<file path="src/rtl/i4004_pkg.sv">
// i4004_pkg: shared definitions for the 4004-style fetch path.
// Holds the address width, the opcode (opr nibble) constants that select
// two-byte instructions, the fetch state enum and the length decoder.
package i4004_pkg;

    // ROM byte address width: {page[3:0], offset[7:0]}
    localparam int ADDR_W = 12;

    // opr nibbles of the two-byte instruction families
    localparam logic [3:0] OPR_JCN = 4'h1;
    localparam logic [3:0] OPR_FIM = 4'h2;
    localparam logic [3:0] OPR_JUN = 4'h4;
    localparam logic [3:0] OPR_JMS = 4'h5;
    localparam logic [3:0] OPR_ISZ = 4'h7;

    // Fetch sequencer states. The encoding is visible on the state signal
    // of instr_fetch so checkers can bind to it.
    typedef enum logic [2:0] {
        S_REQ1  = 3'd0,
        S_WAIT1 = 3'd1,
        S_REQ2  = 3'd2,
        S_WAIT2 = 3'd3,
        S_OUT   = 3'd4,
        S_DRAIN = 3'd5
    } fetch_state_t;

    // True when the first byte starts a two-byte instruction. The opr
    // 0010 group is shared by FIM (opa[0]=0) and SRC (opa[0]=1); only
    // FIM carries an operand byte.
    function automatic logic is_two_byte(input logic [7:0] first_byte);
        logic [3:0] opr;
        logic [3:0] opa;
        opr = first_byte[7:4];
        opa = first_byte[3:0];
        case (opr)
            OPR_JCN, OPR_JUN, OPR_JMS, OPR_ISZ: is_two_byte = 1'b1;
            OPR_FIM:                            is_two_byte = ~opa[0];
            default:                            is_two_byte = 1'b0;
        endcase
    endfunction

endpackage

</file>
<file path="src/rtl/instr_fetch.sv">
// instr_fetch: byte-wide instruction fetch for a 4004-style core.
// Reads one- or two-byte instructions from a 12-bit ROM over a req/ack
// interface, presents them to the executor, and follows jump/skip redirects.
// Build option: define FETCH_BITREV_EN to bit-reverse every ROM byte
// (bit7<->bit0, bit6<->bit1, ...) before decode and operand capture.
//
// Handshakes:
//   ROM side  - rom_req rises with rom_addr already stable and stays high,
//               with rom_addr unchanged, up to and including the cycle in
//               which rom_ack pulses; rom_data is sampled only in that cycle.
//   Exec side - instr_valid holds with all instr_* stable until a cycle in
//               which instr_ready is also high; the instruction is consumed
//               on that rising edge and never presented again.
module instr_fetch
    import i4004_pkg::*;
(
    input  logic              CLK,
    input  logic              RESET,
    output logic [ADDR_W-1:0] rom_addr,
    output logic              rom_req,
    input  logic              rom_ack,
    input  logic [7:0]        rom_data,
    output logic              instr_valid,
    input  logic              instr_ready,
    output logic [3:0]        instr_opr,
    output logic [3:0]        instr_opa,
    output logic [7:0]        instr_arg,
    output logic              instr_len2,
    output logic [ADDR_W-1:0] instr_pc,
    input  logic              redirect_valid,
    input  logic [ADDR_W-1:0] redirect_addr,
    output logic              fetch_busy
);

    localparam logic [ADDR_W-1:0] PC_STEP = ADDR_W'(1);

    fetch_state_t      state;
    fetch_state_t      state_next;
    logic [ADDR_W-1:0] pc;
    logic [ADDR_W-1:0] rom_addr_q;
    logic [7:0]        fetch_byte;
    logic              ack_first;
    logic              ack_second;
    logic              ack_any;
    logic              issue;

    // Byte conditioning ahead of decode and operand capture
`ifdef FETCH_BITREV_EN
    for (genvar i = 0; i < 8; i++) begin : g_bitrev
        assign fetch_byte[i] = rom_data[7-i];
    end
`else
    assign fetch_byte = rom_data;
`endif

    // An ack only counts while a request is outstanding; acks seen in any
    // other state (e.g. a stale one right after reset) are ignored.
    assign ack_first  = (state == S_WAIT1) && rom_ack;
    assign ack_second = (state == S_WAIT2) && rom_ack;
    assign ack_any    = ack_first || ack_second;

    // A request is launched from a REQ state unless a redirect arrives in
    // the same cycle, in which case the launch is retried at the new pc.
    assign issue = ((state == S_REQ1) || (state == S_REQ2)) && !redirect_valid;

    // State register
    always_ff @(posedge CLK) begin
        if (RESET) begin
            state <= S_REQ1;
        end else begin
            state <= state_next;
        end
    end

    // Next-state logic. A redirect abandons whatever is being fetched; if
    // the ROM still owes an ack the fetch parks in S_DRAIN to absorb it.
    always_comb begin
        state_next = state;
        case (state)
            S_REQ1: begin
                if (!redirect_valid) begin
                    state_next = S_WAIT1;
                end
            end
            S_WAIT1: begin
                if (rom_ack) begin
                    if (redirect_valid) begin
                        state_next = S_REQ1;
                    end else if (is_two_byte(fetch_byte)) begin
                        state_next = S_REQ2;
                    end else begin
                        state_next = S_OUT;
                    end
                end else if (redirect_valid) begin
                    state_next = S_DRAIN;
                end
            end
            S_REQ2: begin
                state_next = redirect_valid ? S_REQ1 : S_WAIT2;
            end
            S_WAIT2: begin
                if (rom_ack) begin
                    state_next = redirect_valid ? S_REQ1 : S_OUT;
                end else if (redirect_valid) begin
                    state_next = S_DRAIN;
                end
            end
            S_OUT: begin
                // Acceptance and redirect both lead back to a fresh fetch;
                // pc already holds the right address for either case.
                if (instr_ready || redirect_valid) begin
                    state_next = S_REQ1;
                end
            end
            S_DRAIN: begin
                if (rom_ack) begin
                    state_next = S_REQ1;
                end
            end
            default: begin
                state_next = S_REQ1;
            end
        endcase
    end

    // Outputs decoded from the state register only
    always_comb begin
        rom_req     = 1'b0;
        instr_valid = 1'b0;
        case (state)
            S_WAIT1, S_WAIT2, S_DRAIN: rom_req     = 1'b1;
            S_OUT:                     instr_valid = 1'b1;
            default: ;
        endcase
    end

    assign fetch_busy = rom_req;
    assign rom_addr   = rom_addr_q;

    // ROM address register: frozen for the life of a request, so a
    // redirect during S_DRAIN cannot disturb the address the ROM sees.
    always_ff @(posedge CLK) begin
        if (RESET) begin
            rom_addr_q <= '0;
        end else if (issue) begin
            rom_addr_q <= pc;
        end
    end

    // Program counter: a redirect wins over the post-ack increment, and the
    // last redirect seen wins. Arithmetic wraps modulo 4096.
    always_ff @(posedge CLK) begin
        if (RESET) begin
            pc <= '0;
        end else if (redirect_valid) begin
            pc <= redirect_addr;
        end else if (ack_any) begin
            pc <= pc + PC_STEP;
        end
    end

    // Instruction register: loaded only by acks of a live fetch, so it is
    // naturally stable while S_OUT waits for the executor.
    always_ff @(posedge CLK) begin
        if (RESET) begin
            instr_opr  <= 4'h0;
            instr_opa  <= 4'h0;
            instr_arg  <= 8'h00;
            instr_len2 <= 1'b0;
            instr_pc   <= '0;
        end else if (!redirect_valid) begin
            if (ack_first) begin
                instr_opr  <= fetch_byte[7:4];
                instr_opa  <= fetch_byte[3:0];
                instr_arg  <= 8'h00;
                instr_len2 <= 1'b0;
                instr_pc   <= pc;
            end else if (ack_second) begin
                instr_arg  <= fetch_byte;
                instr_len2 <= 1'b1;
            end
        end
    end

endmodule

</file>
<file path="config.mk">
export PLATFORM = sky130hd
export DESIGN_NAME = instr_fetch
export DESIGN_NICKNAME = d
export VERILOG_FILES = /design/src/rtl/i4004_pkg.sv /design/src/rtl/instr_fetch.sv
export SDC_FILE = /design/constraint.sdc
export NUM_CORES = 1
export LEC_CHECK = 0
export ABC_AREA = 1
export CORE_MARGIN = 2
export CORE_UTILIZATION = 36
export CTS_CLUSTER_SIZE = 12
export DETAILED_ROUTE_END_ITERATION = 16
export DONT_BUFFER_PORTS = 1
export PLACE_DENSITY = 0.48
export SYNTH_ARGS = -nofsm -noshare
export SYNTH_HDL_FRONTEND = slang
export SYNTH_SLANG_ARGS = --single-unit
</file>
<file path="constraint.sdc">
create_clock -name CLK -period 1.9 [get_ports CLK]
set_clock_uncertainty 0.2 [all_clocks]
set_input_delay 0.38 -clock CLK [delete_from_list [all_inputs] [get_ports CLK]]
set_output_delay 0.38 -clock CLK [all_outputs]
set_load 0.02 [all_outputs]
</file>
## Yosys cells after proc, flatten, opt, wreduce, memory -nomap -nowiden

Index checks and enable logic that the tools add are counted.

| word-level totals | value |
|---|---|
| flip-flop bits (word level) | 56 |
| bits in read-only memories | 0 |
| memories kept | 0 |
| output and inout bits | 44 |
| RAM bits | 0 |
| latch bits | 0 |
| word-level logic and storage cells | 62 |
| input bits | 25 |

| cells by class | value |
|---|---|
| shift operators | 0 |
| $mul | 0 |
| reduce and logical (&&, ||, !) cells | 15 |
| div/mod/pow operators | 0 |
| eq/ne operators | 13 |
| order comparisons | 0 |
| add/subtract/negate cells | 1 |
| bitwise gates (word level) | 2 |
| mux-type cells | 23 |

Operators by type and width:

| cell | count |
|---|---|
| $mux W3 | 9 |
| $mux W12 | 2 |
| $pmux W3 S6 | 1 |
| $mux W8 | 2 |
| $add A12 B1 Y12 const B | 1 |
| $eq A4 B3 Y1 const B | 3 |
| $mux W1 | 7 |
| $eq A3 B2 Y1 const B | 2 |
| $eq A3 B3 Y1 const B | 2 |
| $ne A2 B2 Y1 const B | 3 |
| $eq A4 B1 Y1 const B | 1 |
| $eq A4 B2 Y1 const B | 1 |
| $reduce_and A2 Y1 | 2 |
| $reduce_bool A2 Y1 | 2 |
| $reduce_or A4 Y1 | 1 |
| $eq A3 B1 Y1 const B | 1 |
| $logic_and A1 B1 Y1 | 3 |
| $logic_not A3 Y1 | 1 |
| $logic_or A1 B1 Y1 | 3 |
| $reduce_and A3 Y1 | 1 |
| $reduce_or A3 Y1 | 1 |
| $mux W2 | 1 |
| $not A1 Y1 | 2 |
| $pmux W1 S2 | 1 |
| $logic_not A1 Y1 | 1 |

## Logic depth before layout (Yosys ltp)

Gate-level depths: netlist (run 1).

| depth | value |
|---|---|
| depth after elaboration | 10 |
| mapped depth | 10 |

## Worst setup path after synthesis (run 1)

OpenSTA, ideal clock, no wires.

| timing | value |
|---|---|
| kind | register to output |
| from | reg state[1] |
| to | out rom_req |
| arrival time | 1.091 ns |
| stages on the path, launching flop included | 4 |
| path slack | 0.229 ns |
| path buffers | 2 |
| path through | dfxtp_1 -> buf_2 -> a21oi_1 -> buf_4 |

| between the ends | value |
|---|---|
| longest elaborated chain between the ends | 3 |
| elaborated cells on any way between the ends | 5 |
| classes of those cells | eq/ne: 3; mux: 1; reduce/logical: 1 |

RTL lines:

| what | RTL line | RTL |
|---|---|---|
| start: declaration | instr_fetch.sv:37 | `fetch_state_t state;` |
| start signal: assignment | instr_fetch.sv:71 | `state <= state_next;` |
| $eq A3 B1 Y1 (tied with other cells) | instr_fetch.sv:130 | `case (state)` |
| $reduce_or A3 Y1 * | instr_fetch.sv:130 |  |
| $mux W1 * | instr_fetch.sv:130 |  |
| end: declaration | instr_fetch.sv:20 | `output logic rom_req,` |

Every way passes the cells marked *; elsewhere a longest branch is shown, timed or not.

## Final worst setup path (run 1)

Same ends and word-level chain as after synthesis.

==> results.toml, run 1 <==
[route]
drc_errors = 0
drt_iter0_markers = 108
avgRoutedWirePerCell_um = 15.3
via_per_inst = 5.15
detail_route.first_pass.iterations = 5
antenna_left = 0
drt_wl_total_mm = 6.25
vias = 2100

[setup_path]
r2r-start = "state[2]$_SDFFE_PP0P_"
reg2reg_depth = 8
cpPeakStageDelay_ps = 560
critPathLaunchType = "flop"
r2r_slack_ps = 220
worstPathMaxFanout = 7
worstSetupEndpointType = "output pin"
slowest_stage = "dfxtp_1"
reg2reg_to = "instr_pc[5]$_SDFFE_PP0P_"
crit_chain = "a21oi_1 -> buf_4"
crit_arrival_ps = 1190
crit_required_ps = 1320
critPathKind = "reg2out"

[clock_network]
clock_path_buffers = 2
cts_buffers = 5
clk_pin_slew_worst_paths_ps = 90
clock_latency_ps = 300
postCtsSetupBuffers = 0
cts-root-buf = "clkbuf_8"
cts.htree.levels = 2
cts_tree = "yes"
cts_sinks = 56

[yosys]
synth_area_per_cell_um2 = 7.61
synth_warnings = 0
netlist_area_mm2 = 0.00246
synth_nets = 349
synth_area_leader_cell = "dfxtp_1"
syn_inst = 323
ys_seq_area_share_pct = 45.6
synthTopCellsByArea = "dfxtp_1 (46%), nand2_1 (8.9%), a21oi_1 (7.3%), nor2_1 (5.6%), o21ai_0 (4.9%)"
synthDistinctLibCells = 34
synth_seq_cells = 56
synth_top_area_share_pct = 45.6

[placement]
gp_congestion = 0.764
portBuffers = 0
place_area_mm2 = 0.00253
hpwl_mm = 4.43

[timing]
worst_slew_pin_slew_ps = 876
fmax_ghz = 0.566
slew_violations = 0
hold_viol = 0
fin_crit_sh_pct = 93.0
holdWs_ps = 10.4
period_needed_ps = 1770
final.setup.tns_ps = 0
setup_viol = 0
rsz0062_at_grt = "no"
timing.slew.headroom_pct = 41.4

[global_route]
grt_usage_pct = 17.7
antenna_found_initial = 0
grt_pass1_vias = 2033
grt_overflow = 0
grt_pass1_wl_mm = 10.3
grt_max_degree = 29

[cells_and_area]
diodes = 0
final_common_cell = "nand2_1"
final_layout_size_suffix_gt1_share_pct = 11.9
final_cell_mix = "nand2_1 (58), dfxtp_1 (56), a21oi_1 (36), nor2_1 (36), o21ai_0 (24)"
syn_to_final_growth_pct = 9.57
final_area_mm2 = 0.00269
final_nets = 353
final_core_util_pct = 40.1

[pwr]
p_per_area_mw_per_mm2 = 904
p_leak_uw = 0.00104
vdd.ir_drop.worst_v = 0.000333

[die]
die_w_um = 86.6
core_mm2 = 0.00672
io_pins = 69
start_util_pct = 36.6
rows = 30
dieArea_mm2 = 0.00751
die_h_um = 86.6

[run]
drv_cap = 0

[hold_path]
hold_path_end = "instr_opa[0]$_SDFFE_PP0P_"
min_path_type = "in2reg"
worstHoldStart = "rom_data[0]"
hold_path_depth = 2

[outcome]
status = "finished clean"
[state kept, by name, indices dropped and copies added (netlist names)]
signal,cells
instr_pc,12
instr_arg,8
instr_opa,4
pc,12
instr_opr,4
state,3
rom_addr,12
instr_len2,1
[cells in the mapped netlist]
cell      instances
a21oi_1          36
a21oi_2           9
a31oi_1           3
buf_1             1
buf_2             4
buf_4             1
buf_6             3
buf_8             1
clkbuf_1          4
clkinv_1          1
dfxtp_1          56
ha_1              1
inv_1            23
inv_2             3
inv_4             1
inv_6             1
nand2_1          58
nand2_2           1
nand2_4           3
nand3_1          16
nand3_2           1
nand4_1           3
nor2_1           37
nor2_2            1
nor2_4            2
nor2_8            1
nor3_1            5
o211ai_1          1
o21a_1            1
o21ai_0          24
o21ai_1          16
o21ai_2           1
or2_2             1
xor2_1            3
[how the worst max path moves through the flow]
stage	depth (start not counted)	from	end
floorplan	3	state[1]$_SDFFE_PP0P_	rom_req
global placement	8	state[2]$_SDFFE_PP0P_	instr_pc[4]$_SDFFE_PP0P_
detailed placement	8	state[2]$_SDFFE_PP0P_	instr_pc[5]$_SDFFE_PP0P_
CTS	2	state[1]$_SDFFE_PP0P_	rom_req
global route	8	pc[0]$_SDFFE_PP0P_	pc[10]$_SDFFE_PP0P_
finish	2	state[1]$_SDFFE_PP0P_	rom_req
[routing by layer]
layer / routed length, um / up-vias / global-route usage [%]
met2: 2510 / 70 / 25.0
met4: 146 / 0 / 6.68
li1: - / 1074 / -
met5: 0 / - / 0
met1: 3120 / 946 / 25.4
met3: 478 / 10 / 5.24
[what timing repair did]
item                                   in CTS  in global routing
resized for setup                           0                  1
hold buffers                                5                  0
endpoints found under the hold margin      21                  0
setup endpoints to repair                   0                  1
[stage by stage]
| stage | setup WS [ps] | total power [uW] | cells |
|---|---|---|---|
| floorplan | 229 | 1610 | 323 |
| global placement | 298 | 1670 | 395 |
| detailed placement | 253 | 1670 | 395 |
| CTS | 125 | 2460 | 408 |
| global route | 58.0 | 2560 | 408 |
| finish | 133 | 2430 | 408 |
[critical path: cells and delay by family (launching register included)]
kind,cells,cell delay (ps)
AO/OA/AOI/OAI,1,130
buffers and inverters,1,190
flip-flops,1,560
[layout make-up]
class / instances / area, um^2
fillers: 708 / 4030
multi-input cells: 224 / 1130
flip-flops and latches: 56 / 1120
repair buffers: 11 / 120
inverters: 29 / 116
well taps: 80 / 100
clock buffers: 6 / 72.6
clock inverters: 2 / 35.0
[kinds of logic after synthesis]
group | synth area share [%]
xor gates and xnor gates | 1.07
adders and majority gates | 0.509
and+or+nand+nor | 23.8
DFF | 45.6
AOI/OAI and AO/OA | 20.4
buffers and inverters | 8.60
[power breakdown]
part	internal (uW)	switching, uW	leakage [uW]	total, uW
logic	104	192	0.000527	296
clock network	392	382	0.0000552	774
registers	1250	118	0.000458	1360
total	1740	692	0.00104	2430
No activity file was read; power rests on OpenSTA's default activity.
==> inputs of run 2 (changes only) <==
ABC_CLOCK_PERIOD_IN_PS = 1900   (was default)
==> results of run 2 <==
Final layout, timing and power as in run 1 (identical DEF).
